`src/rtl/lfp_mac_acc_q6_11_if.sv`:
```
// Operand-in and result-out valid/ready streams for the Q6.11 MAC engine.
// The master side drives the operands and consumes the result.
interface lfp_mac_acc_q6_11_if #(
  parameter int DATA_W = 18
);
  logic                     clear;
  logic                     in_valid;
  logic                     in_ready;
  logic signed [DATA_W-1:0] in0_q;
  logic signed [DATA_W-1:0] in1_q;
  logic                     out_valid;
  logic                     out_ready;
  logic signed [DATA_W-1:0] out_q;
  logic                     out_sat;

  modport master (
    output clear, in_valid, in0_q, in1_q, out_ready,
    input  in_ready, out_valid, out_q, out_sat
  );

  modport slave (
    input  clear, in_valid, in0_q, in1_q, out_ready,
    output in_ready, out_valid, out_q, out_sat
  );
endinterface

```
`src/rtl/lfp_mac_acc_q6_11.sv`:
```
// Sequential Q6.11 dot-product engine: accumulates LEN full-precision products,
// then emits one rounded (half toward +inf), saturated Q6.11 result.
//
// state    | meaning
// ---------+--------------------------------------------------------------
// ST_ACC   | accepting operand pairs, one product per cycle
// ST_DRAIN | last product folds into acc; result rounded, saturated, latched
// ST_OUT   | result held on out_q/out_sat until out_ready
module lfp_mac_acc_q6_11 #(
  parameter int DATA_W = 18,
  parameter int FRAC   = 11,
  parameter int LEN    = 16,
  parameter int ACC_W  = 48
) (
  input logic                 clk,
  input logic                 rst_n,
  lfp_mac_acc_q6_11_if.slave  bus
);
  localparam int PROD_W = 2 * DATA_W;
  localparam int SUM_W  = ACC_W + 1;
  localparam int CNT_W  = (LEN > 1) ? $clog2(LEN) : 1;
  localparam logic [CNT_W-1:0] CNT_LAST = CNT_W'(LEN - 1);

  localparam logic signed [SUM_W-1:0] HALF = SUM_W'(1) <<< (FRAC - 1);
  localparam logic signed [SUM_W-1:0] MAXV = (SUM_W'(1) <<< (DATA_W - 1)) - SUM_W'(1);
  localparam logic signed [SUM_W-1:0] MINV = -MAXV - SUM_W'(1);

  typedef enum logic [1:0] {
    ST_ACC   = 2'd0,
    ST_DRAIN = 2'd1,
    ST_OUT   = 2'd2
  } state_t;

  state_t                    state;
  logic [CNT_W-1:0]          cnt;
  logic signed [ACC_W-1:0]   acc;
  logic signed [PROD_W-1:0]  prod;
  logic                      prod_v;
  logic                      in_ready_r;
  logic                      out_valid_r;
  logic signed [DATA_W-1:0]  out_q_r;
  logic                      out_sat_r;

  logic signed [PROD_W-1:0]  a_ext;
  logic signed [PROD_W-1:0]  b_ext;
  logic signed [PROD_W-1:0]  prod_nxt;
  logic signed [SUM_W-1:0]   sum_ext;
  logic signed [SUM_W-1:0]   rnd_sum;
  logic signed [SUM_W-1:0]   r;
  logic signed [DATA_W-1:0]  res_q;
  logic                      res_sat;

  assign a_ext    = PROD_W'(bus.in0_q);
  assign b_ext    = PROD_W'(bus.in1_q);
  assign prod_nxt = a_ext * b_ext;

  // Pending product is folded in here, so DRAIN sees the complete sum a cycle early.
  assign sum_ext = SUM_W'(acc) + (prod_v ? SUM_W'(prod) : '0);
  assign rnd_sum = sum_ext + HALF;
  assign r       = rnd_sum >>> FRAC;

  always_comb begin
    res_sat = 1'b0;
    res_q   = r[DATA_W-1:0];
    if (r > MAXV) begin
      res_q   = MAXV[DATA_W-1:0];
      res_sat = 1'b1;
    end else if (r < MINV) begin
      res_q   = MINV[DATA_W-1:0];
      res_sat = 1'b1;
    end
  end

  always_ff @(posedge clk or negedge rst_n) begin
    if (!rst_n) begin
      state       <= ST_ACC;
      cnt         <= '0;
      acc         <= '0;
      prod        <= '0;
      prod_v      <= 1'b0;
      in_ready_r  <= 1'b1;
      out_valid_r <= 1'b0;
      out_q_r     <= '0;
      out_sat_r   <= 1'b0;
    end else if (bus.clear) begin
      state       <= ST_ACC;
      cnt         <= '0;
      acc         <= '0;
      prod_v      <= 1'b0;
      in_ready_r  <= 1'b1;
      out_valid_r <= 1'b0;
    end else begin
      acc    <= sum_ext[ACC_W-1:0];
      prod_v <= 1'b0;
      case (state)
        ST_ACC: begin
          if (bus.in_valid && in_ready_r) begin
            prod   <= prod_nxt;
            prod_v <= 1'b1;
            if (cnt == CNT_LAST) begin
              cnt        <= '0;
              state      <= ST_DRAIN;
              in_ready_r <= 1'b0;
            end else begin
              cnt <= cnt + 1'b1;
            end
          end
        end
        ST_DRAIN: begin
          out_q_r     <= res_q;
          out_sat_r   <= res_sat;
          out_valid_r <= 1'b1;
          state       <= ST_OUT;
        end
        ST_OUT: begin
          if (bus.out_ready) begin
            acc         <= '0;
            out_valid_r <= 1'b0;
            in_ready_r  <= 1'b1;
            state       <= ST_ACC;
          end
        end
        default: begin
          state      <= ST_ACC;
          in_ready_r <= 1'b1;
        end
      endcase
    end
  end

  assign bus.in_ready  = in_ready_r;
  assign bus.out_valid = out_valid_r;
  assign bus.out_q     = out_q_r;
  assign bus.out_sat   = out_sat_r;
endmodule

```
`src/flat_wrapper.sv`:
```
// flat-port wrapper written by rule: the top's interface ports become plain ports
module lfp_mac_acc_q6_11_flat 
#(
  parameter int DATA_W = 18,
  parameter int FRAC   = 11,
  parameter int LEN    = 16,
  parameter int ACC_W  = 48
)
  (clk, rst_n, bus_clear, bus_in_valid, bus_in0_q, bus_in1_q, bus_out_ready, bus_in_ready, bus_out_valid, bus_out_q, bus_out_sat);
  lfp_mac_acc_q6_11_if #(.DATA_W(DATA_W)) bus_i ();
  input logic clk;
  input logic rst_n;
  input wire logic [$bits(bus_i.clear)-1:0] bus_clear;
  input wire logic [$bits(bus_i.in_valid)-1:0] bus_in_valid;
  input wire logic [$bits(bus_i.in0_q)-1:0] bus_in0_q;
  input wire logic [$bits(bus_i.in1_q)-1:0] bus_in1_q;
  input wire logic [$bits(bus_i.out_ready)-1:0] bus_out_ready;
  output wire logic [$bits(bus_i.in_ready)-1:0] bus_in_ready;
  output wire logic [$bits(bus_i.out_valid)-1:0] bus_out_valid;
  output wire logic [$bits(bus_i.out_q)-1:0] bus_out_q;
  output wire logic [$bits(bus_i.out_sat)-1:0] bus_out_sat;
  assign bus_i.clear = bus_clear;
  assign bus_i.in_valid = bus_in_valid;
  assign bus_i.in0_q = bus_in0_q;
  assign bus_i.in1_q = bus_in1_q;
  assign bus_i.out_ready = bus_out_ready;
  assign bus_in_ready = bus_i.in_ready;
  assign bus_out_valid = bus_i.out_valid;
  assign bus_out_q = bus_i.out_q;
  assign bus_out_sat = bus_i.out_sat;
  lfp_mac_acc_q6_11 #(.DATA_W(DATA_W), .FRAC(FRAC), .LEN(LEN), .ACC_W(ACC_W)) u_core (.clk(clk), .rst_n(rst_n), .bus(bus_i));
endmodule
```
`config.mk`:
```
export PLATFORM = sky130hd
export DESIGN_NAME = lfp_mac_acc_q6_11_flat
export DESIGN_NICKNAME = d
export VERILOG_FILES = /design/src/rtl/lfp_mac_acc_q6_11_if.sv /design/src/rtl/lfp_mac_acc_q6_11.sv /design/src/flat_wrapper.sv
export SDC_FILE = /design/constraint.sdc
export NUM_CORES = 1
export LEC_CHECK = 0
export BUFFER_PORTS_ARGS = -buffer_cell sky130_fd_sc_hd__buf_2
export CAP_MARGIN = 20
export CORE_MARGIN = 4
export CORE_UTILIZATION = 25
export CTS_CLUSTER_SIZE = 12
export DETAILED_ROUTE_END_ITERATION = 6
export PLACE_DENSITY = 0.49
export RECOVER_POWER = 100
export SYNTH_ARGS = -nofsm -noshare
export SYNTH_HDL_FRONTEND = slang
export SYNTH_SLANG_ARGS = --single-unit
```
`constraint.sdc`:
```
create_clock -name clk -period 4.6 [get_ports clk]
set_input_delay 0.92 -clock clk [delete_from_list [all_inputs] [get_ports clk]]
set_output_delay 0.92 -clock clk [all_outputs]
set_load 0.05 [all_outputs]
```
After elaboration in Yosys (flattened, before gate mapping)
Cells that the tools add are included.

Input bits: 41. Output and inout port bits: 21. Word-level logic and storage cells: 62. Bits in registers: 112.

Magnitude comparators: 2. Reduce and logical (&&, ||, !) cells: 11. Add/sub/neg operators: 3. $mul: 1. Multiplexer cells: 28. Eq/ne operators: 7. Bitwise operators: 1.

Operators with widths (number): $mux W48 (3); $add A49 B12 Y49 const B (1); $add A49 B49 Y49 (1); $mux W49 (1); $gt A38 B18 Y1 const B (1); $lt A38 B18 Y1 const B (1); $mul A18 B18 Y36 (1); $mux W18 (2); $mux W4 (4); $mux W1 (11); $mux W2 (4); $ne A3 B2 Y1 const B (2); $pmux W2 S3 (1); $reduce_and A2 Y1 (3); $reduce_and A3 Y1 (2); $add A4 B1 Y4 const B (1); $eq A4 B4 Y1 const B (1); $reduce_and A4 Y1 (1); $reduce_bool A2 Y1 (2); $ne A3 B3 Y1 const B (1); $pmux W1 S3 (1); $reduce_bool A3 Y1 (1); $eq A2 B1 Y1 const B (1); $eq A2 B2 Y1 const B (1); other kinds (5) (5).

Logic depth before layout (Yosys ltp)
Gate-level depths: netlist (run 1).

Word-level depth: 6. Gate-level depth with buffers: 30. Mapped depth without buffers: 29.

Worst setup path before layout (run 1)
Ideal clock, no wire load.

Path type: input to register. Start point: in bus_in1_q[0]. End point: reg u_core.prod[35]. Path slack: -2537 ps. Stages: 25. Required time: 4474 ps. Arrival: 7011 ps. Path through: clkbuf_1 and2_1 fa_1 inv_1 fa_1 inv_1 ha_1 inv_1 fa_1 fa_1 fa_1 inv_1 ha_1 o21ai_0 nand2b_1 a21o_1 a21o_1 a21oi_1 o21ai_0 nand3_1 nand3_1 a31o_2 a21oi_1 xnor2_1 a21oi_1.

Cells in the longest elaborated chain, start to end: 1.

RTL lines: start: declaration (line flat_wrapper.sv:16) `input wire logic [$bits(bus_i.in1_q)-1:0] bus_in1_q;`; $mul A18 B18 Y36 (line lfp_mac_acc_q6_11.sv:55) `assign prod_nxt = a_ext * b_ext;`; end signal: assignment (line lfp_mac_acc_q6_11.sv:98) `prod <= prod_nxt;`; end: declaration (line lfp_mac_acc_q6_11.sv:37) `logic signed [PROD_W-1:0] prod;`.

Every way passes these cells. A chain may end at the register's enable or synchronous reset.

Final worst setup path (run 1)
Start point: in bus_in1_q[8]. End point: reg u_core.prod[11].

The elaborated chain is that of the path after synthesis.

==> run_results.csv, run 1 <==
group,metric,value,unit
route,post_drt_wl_per_cell,15.6,um
hold_path,hold_path_depth,2,
floorplan,die_h,292,um
cts,cts_made_buffers,9,
worst_setup_path,crit_path_frequent_cell,"buf_4",
cts,cts.htree.levels,3,
worst_setup_path,r2r_setup_slack,-0.51,ns
floorplan,core_region_area,0.0803,mm2
place,pre_cts_slack,-2.26,ns
cells_and_area,stdcell_count,3922,
cts,cts_tree,"built",
synthesis,synth_top_family_by_area,"adder cells",
synthesis,synthArstFlopShare,100,%
synthesis,synth_nets,2832,
cells_and_area,fin_util,35.3,%
run,maxCapViolations,2,
worst_setup_path,crit_fanout,6,
synthesis,synth-adder-area-share,41.5,%
global_routing,grt_pass1_wl,99.9,mm
global_routing,grt_max_degree,69,
sta,fin_crit,6.19,ns
global_routing,grt-ovfl-total,0,
worst_setup_path,cp_num_buf_inv,20,
place,io_buffer_count,61,
synthesis,synth_simple_gate_area_share,20.3,%
global_routing,grt_usage,14.3,%
cts,holdBufCountCts,0,
cts,cts_root_buffer,"clkbuf_16",
route,drtIter0Drc,960,
synthesis,avgSynthCellArea,8.72,um2
cts,clockBufferDepth,2,
cts,clk_pin_slew,0.07,ns
route,drc,0,
cells_and_area,drive_gt1_share,33.0,%
sta,slew-limit-headroom,-94.9,%
floorplan,io_pins,62,
hold_path,min_to,"u_core.prod[19]$_DFFE_PN0P_",
cells_and_area,multiInputGateArea,0.0173,mm2
place,hpwl,49.6,mm
synthesis,ys.flop_type,"dfrtp_1",
synthesis,yosys.area_share.xor_xnor,3.73,%
place,dpl.cell_count,3825,
cells_and_area,area_growth,40.1,%
status,status,"complete, but fails checks",
synthesis,ys_ff_latch,112,
worst_setup_path,reg2reg_to,"u_core.bus.out_q[4]$_DFFE_PN0P_",
status,violations,"max-capacitance violations, max-slew violations, negative setup slack",
sta,maxSlewViolCount,57,
sta,hold_viol,0,
global_routing,antenna_found_initial,1,
worst_setup_path,cp_top_family,"adder cells",
route,num_vias,17280,
hold_path,hp-class,"register to register",
cts,cts.sinks,112,
worst_setup_path,worstRegToRegCells,22,
cells_and_area,seqCellArea,0.00281,mm2
sta,worst_slack,-1.59,ns
floorplan,start_util,25.2,%
worst_setup_path,worstSetupStartpointType,"input port",
worst_setup_path,crit_path_end_kind,"register",
worst_setup_path,crit_slowest_cell,"fa_1",
sta,holdWs,0.476,ns
floorplan,die_w,292,um
cells_and_area,final_cell_mix,"519 x buf_4, 313 x inv_1, 302 x fa_1",
global_routing,grt_pass1_vias,18366,
synthesis,syn_inst,2318,
floorplan,fp.dieArea,0.0855,mm2
synthesis,synthMuxAreaShare,0.415,%
worst_setup_path,cp.required,4.89,ns
place,routabilityCongestion,0.848,
synthesis,syn-cell-area,0.0202,mm2
synthesis,yosys_warnings,0,
synthesis,synth_cell_type_count,90,
cts,clk_latency,0.39,ns
hold_path,min_from,"u_core.prod[19]$_DFFE_PN0P_",
synthesis,synth_edf_count,0,
sta,min_period_over_period,134,%
cells_and_area,diodes,0,
synthesis,synth-compound-area-share,11.4,%
sta,rsz0062_at_grt,"yes",
sta,worst_pin_slew,2.92,ns
cells_and_area,fill_cells,8220,
cells_and_area,nets,3372,
sta,fmax,0.162,GHz
worst_setup_path,max_stage_delay,0.56,ns
cells_and_area,final_common_cell,"buf_4",
worst_setup_path,crit_type,"input port to register",
route,antenna_left,0,
route,dr.pass1.iters,5,
route,routed_wl,61.1,mm
sta,skew,0.0179,ns
floorplan,rows,104,
worst_setup_path,critPathArrivalTime,6.47,ns
route,via_per_inst,4.41,
synthesis,seq_area_frac_synth,13.9,%
worst_setup_path,r2r_start,"u_core.prod_v$_DFF_PN0_",
sta,finalSetupViolCount,46,
[final cells by class]
cell class | instances | area share (%)
sequential | 112 | 9.91
multi-input combinational | 1751 | 61.1
timing repair buffer | 632 | 18.5
inverter | 352 | 4.69
clock buffer | 11 | 0.822
clock inverter | 4 | 0.274
tap | 1060 | 4.68
[per-stage QoR]
step | area [um2] | TNS, ns
after floorplan | 21200 | -31.86
after global placement | 25700 | -59.03
after detailed placement | 25700 | -60.48
after CTS | 27600 | -38.35
after global routing | 28300 | -47.95
final | 28300 | -38.47
[state kept, by name (all words and copies together), names as in the netlist]
name,flops
u_core.bus.out_q,18
u_core.cnt,4
u_core.bus.in_ready,1
u_core.prod,36
u_core.acc,48
u_core.state,2
u_core.bus.out_sat,1
u_core.prod_v,1
u_core.bus.out_valid,1
[cell usage after synthesis, types with 7 or more instances]
master      n  area [um2]
inv_1     351        1320
fa_1      330        6610
nand2_1   313        1170
and2_1    173        1080
ha_1      143        1790
nor2_1    130         488
dfrtp_1   111        2780
a21oi_1   105         526
o21ai_0    91         455
clkbuf_1   87         327
xnor2_1    54         473
nand3_1    33         165
xor2_1     32         280
a21o_1     29         218
nor3_1     28         140
nand2b_1   27         169
and3_1     22         138
nand4_1    17         106
nor4_1     16         100
o21bai_1   16         120
a211oi_1   15         113
nor3b_1    11        82.6
nor2b_1    10        62.6
o211ai_1   10        75.1
a31oi_1     9        56.3
o21a_1      9        67.6
o21ai_1     7        35.0
o22ai_1     7        43.8
o31ai_1     7        52.6
[metal layers]
layer | global-route usage [%] | vias up | share of wire (%)
met4 | 2.39 | 0 | 1.1
met2 | 23.7 | 239 | 47
li1 | - | 8518 | -
met3 | 1.08 | 34 | 2.6
met1 | 20.7 | 8489 | 50
met5 | 0 | - | 0
[tightest hold or removal path, delay by kind of cell (launching register included)]
family          cells  cell delay (ns)
flops               1             0.34
simple gates        1             0.05
compound gates      1             0.05
[logic make-up after synthesis]
| logic type | count (synthesis) |
|---|---|
| multiplexers | 8 |
| XOR/XNOR | 86 |
| AO/OA/AOI/OAI | 360 |
| flip-flops | 112 |
| AND/OR/NAND/NOR | 824 |
| adder cells (fa/ha/maj) | 473 |
| buffers and inverters | 455 |
[worst max-delay path by stage]
stage	startpoint	endpoint	slack, ns	cells past startpoint
floorplan	bus_in1_q[5]	u_core.prod[35]$_DFFE_PN0P_	-1.70	24
global placement	bus_in1_q[2]	u_core.prod[35]$_DFFE_PN0P_	-2.15	27
detailed placement	bus_in1_q[2]	u_core.prod[23]$_DFFE_PN0P_	-2.26	27
CTS	bus_in1_q[8]	u_core.prod[35]$_DFFE_PN0P_	-1.57	29
global route	bus_in1_q[17]	u_core.prod[35]$_DFFE_PN0P_	-1.80	26
finish	bus_in1_q[8]	u_core.prod[11]$_DFFE_PN0P_	-1.59	31
[what timing repair did]
action	in CTS	in global routing
endpoints found under the setup margin	47	47
pin swaps	156	79
setup buffers	59	26
endpoints found under the hold margin	0	0
gates cloned	4	2
gates resized for setup	252	144
Power of run 1 is left out: the tool's default activity adds up to more than one toggle a clock period on the data nets, which glitch-free logic cannot reach.
==> inputs of run 2 (changes only) <==
--- a/config.mk
+++ b/config.mk
@@ -6,12 +6,13 @@
 export NUM_CORES = 1
 export LEC_CHECK = 0
 export BUFFER_PORTS_ARGS = -buffer_cell sky130_fd_sc_hd__buf_2
-export CAP_MARGIN = 20
+export CAP_MARGIN = 15
 export CORE_MARGIN = 4
 export CORE_UTILIZATION = 25
+export CTS_BUF_LIST = sky130_fd_sc_hd__clkbuf_8
 export CTS_CLUSTER_SIZE = 12
 export DETAILED_ROUTE_END_ITERATION = 6
-export PLACE_DENSITY = 0.49
+export PLACE_DENSITY = 0.47
 export RECOVER_POWER = 100
 export SYNTH_ARGS = -nofsm -noshare
 export SYNTH_HDL_FRONTEND = slang
==> run_results.csv, run 2 (same netlist as run 1, synthesis figures left out) <==
group,metric,value,unit
hold_path,min_from,"u_core.prod[5]$_DFFE_PN0P_",
worst_setup_path,crit_path_frequent_cell,"fa_1",
route,routed_wl,61.9,mm
sta,min_period_over_period,134,%
worst_setup_path,crit_fanout,8,
global_routing,antenna_found_initial,0,
global_routing,grt-ovfl-total,0,
worst_setup_path,r2r_setup_slack,-0.52,ns
cts,cts_made_buffers,9,
worst_setup_path,cp_top_family,"adder cells",
sta,finalSetupViolCount,44,
floorplan,die_h,292,um
cts,clk_pin_slew,0.11,ns
place,routabilityCongestion,0.874,
cells_and_area,stdcell_count,3947,
cells_and_area,final_cell_mix,"533 x buf_4, 308 x inv_1, 295 x fa_1",
worst_setup_path,crit_path_end_kind,"register",
place,hpwl,51.5,mm
worst_setup_path,reg2reg_to,"u_core.bus.out_q[7]$_DFFE_PN0P_",
floorplan,rows,104,
worst_setup_path,cp_num_buf_inv,4,
route,num_vias,17617,
sta,fmax,0.162,GHz
worst_setup_path,crit_type,"input port to register",
worst_setup_path,max_stage_delay,0.64,ns
sta,hold_viol,0,
place,io_buffer_count,61,
route,post_drt_wl_per_cell,15.7,um
cts,cts_tree,"built",
sta,maxSlewViolCount,95,
cells_and_area,drive_gt1_share,35.7,%
floorplan,core_region_area,0.0803,mm2
status,violations,"max-capacitance violations, max-slew violations, negative setup slack",
cells_and_area,nets,3396,
global_routing,grt_usage,14.2,%
worst_setup_path,worstRegToRegCells,25,
route,drtIter0Drc,985,
status,status,"complete, but fails checks",
global_routing,grt_max_degree,65,
cts,clockBufferDepth,2,
sta,holdWs,0.479,ns
sta,worst_slack,-1.58,ns
cells_and_area,fin_area,0.0286,mm2
cts,cts.sinks,112,
cells_and_area,final_common_cell,"buf_4",
sta,slew-limit-headroom,-96.0,%
floorplan,start_util,25.2,%
floorplan,fp.dieArea,0.0855,mm2
worst_setup_path,critPathArrivalTime,6.49,ns
hold_path,hold_path_depth,2,
global_routing,grt_pass1_vias,18801,
worst_setup_path,r2r_start,"u_core.prod_v$_DFF_PN0_",
route,drc,0,
route,antenna_left,0,
place,dpl.cell_count,3850,
cells_and_area,area_growth,41.5,%
sta,fin_crit,6.18,ns
cells_and_area,largest_reg_flops,48,
sta,rsz0062_at_grt,"yes",
route,dr.pass1.iters,5,
worst_setup_path,worstSetupStartpointType,"input port",
cts,cts_root_buffer,"clkbuf_8",
run,maxCapViolations,2,
floorplan,io_pins,62,
hold_path,hp-class,"register to register",
place,placed_area,0.0259,mm2
sta,worst_pin_slew,2.94,ns
sta,skew,0.0145,ns
hold_path,min_to,"u_core.prod[5]$_DFFE_PN0P_",
global_routing,grt_pass1_wl,99.9,mm
cts,clk_latency,0.43,ns
cells_and_area,regMostFlops,"u_core.acc",
cells_and_area,diodes,0,
worst_setup_path,cp.required,4.91,ns
floorplan,die_w,292,um
worst_setup_path,crit_slowest_cell,"fa_2",
route,via_per_inst,4.46,
cts,cts.htree.levels,3,
==> run 2: cell count changes in the layout (fill, tap and decap cells not counted), sizes merged <==
cell / previous run / this run
buf: 600 / 648
clkbuf: 43 / 17
inv: 353 / 356
bufinv: 2 / 0
clkinv: 0 / 2
==> run 2: through the flow <==
stage,util (%),setup TNS (ns),setup WS [ns]
finish,35.6,-35.86,-1.58
global route,35.6,-43.85,-1.70
CTS,34.0,-35.97,-1.47
detailed placement,32.3,-62.14,-2.29
global placement,32.3,-59.30,-2.16
floorplan,-,-31.86,-1.70
==> run 2: cell type report <==
class / instances / area, um2
Clock buffer: 9 / 124
Clock inverter: 7 / 63.8
Fill cell: 8206 / 51700
Inverter: 352 / 1330
Multi-Input combinational cell: 1751 / 17400
Sequential cell: 112 / 2810
Tap cell: 1060 / 1330
Timing Repair Buffer: 656 / 5560
==> run 2: worst max-delay path by stage <==
stage,endpoint,cells after the start,slack (ns),from
2_1_floorplan,u_core.prod[35]$_DFFE_PN0P_,24,-1.70,bus_in1_q[5]
3_3_place_gp,u_core.prod[23]$_DFFE_PN0P_,26,-2.16,bus_in0_q[6]
3_5_place_dp,u_core.prod[23]$_DFFE_PN0P_,29,-2.29,bus_in1_q[1]
4_1_cts,u_core.prod[35]$_DFFE_PN0P_,27,-1.47,bus_in1_q[3]
5_1_grt,u_core.prod[34]$_DFFE_PN0P_,25,-1.70,bus_in0_q[17]
6_report,u_core.prod[35]$_DFFE_PN0P_,25,-1.58,bus_in0_q[17]
==> run 2: timing repair <==
action,in CTS,in global routing
setup buffers,46,38
hold buffers,0,0
resized for setup,215,227
hold endpoints to repair,0,0
endpoints found under the setup margin,47,47
pin swaps,115,124
gates cloned,1,5
==> run 2: layer usage <==
| layer | global-route usage (%) | part of all wire (%) | wire length (um) |
|---|---|---|---|
| met5 | 0 | 0 | 0 |
| met4 | 2.59 | 1.6 | 978 |
| met3 | 1.02 | 2.7 | 1690 |
| met2 | 23.3 | 47 | 28900 |
| met1 | 20.7 | 49 | 30400 |
==> run 2: worst min-delay path: stages (launching register included) <==
cell and delay [ns]:
dfrtp_1 0.35, nand2_1 0.05, nand2_1 0.05
Power of run 2 is left out for the same reason.
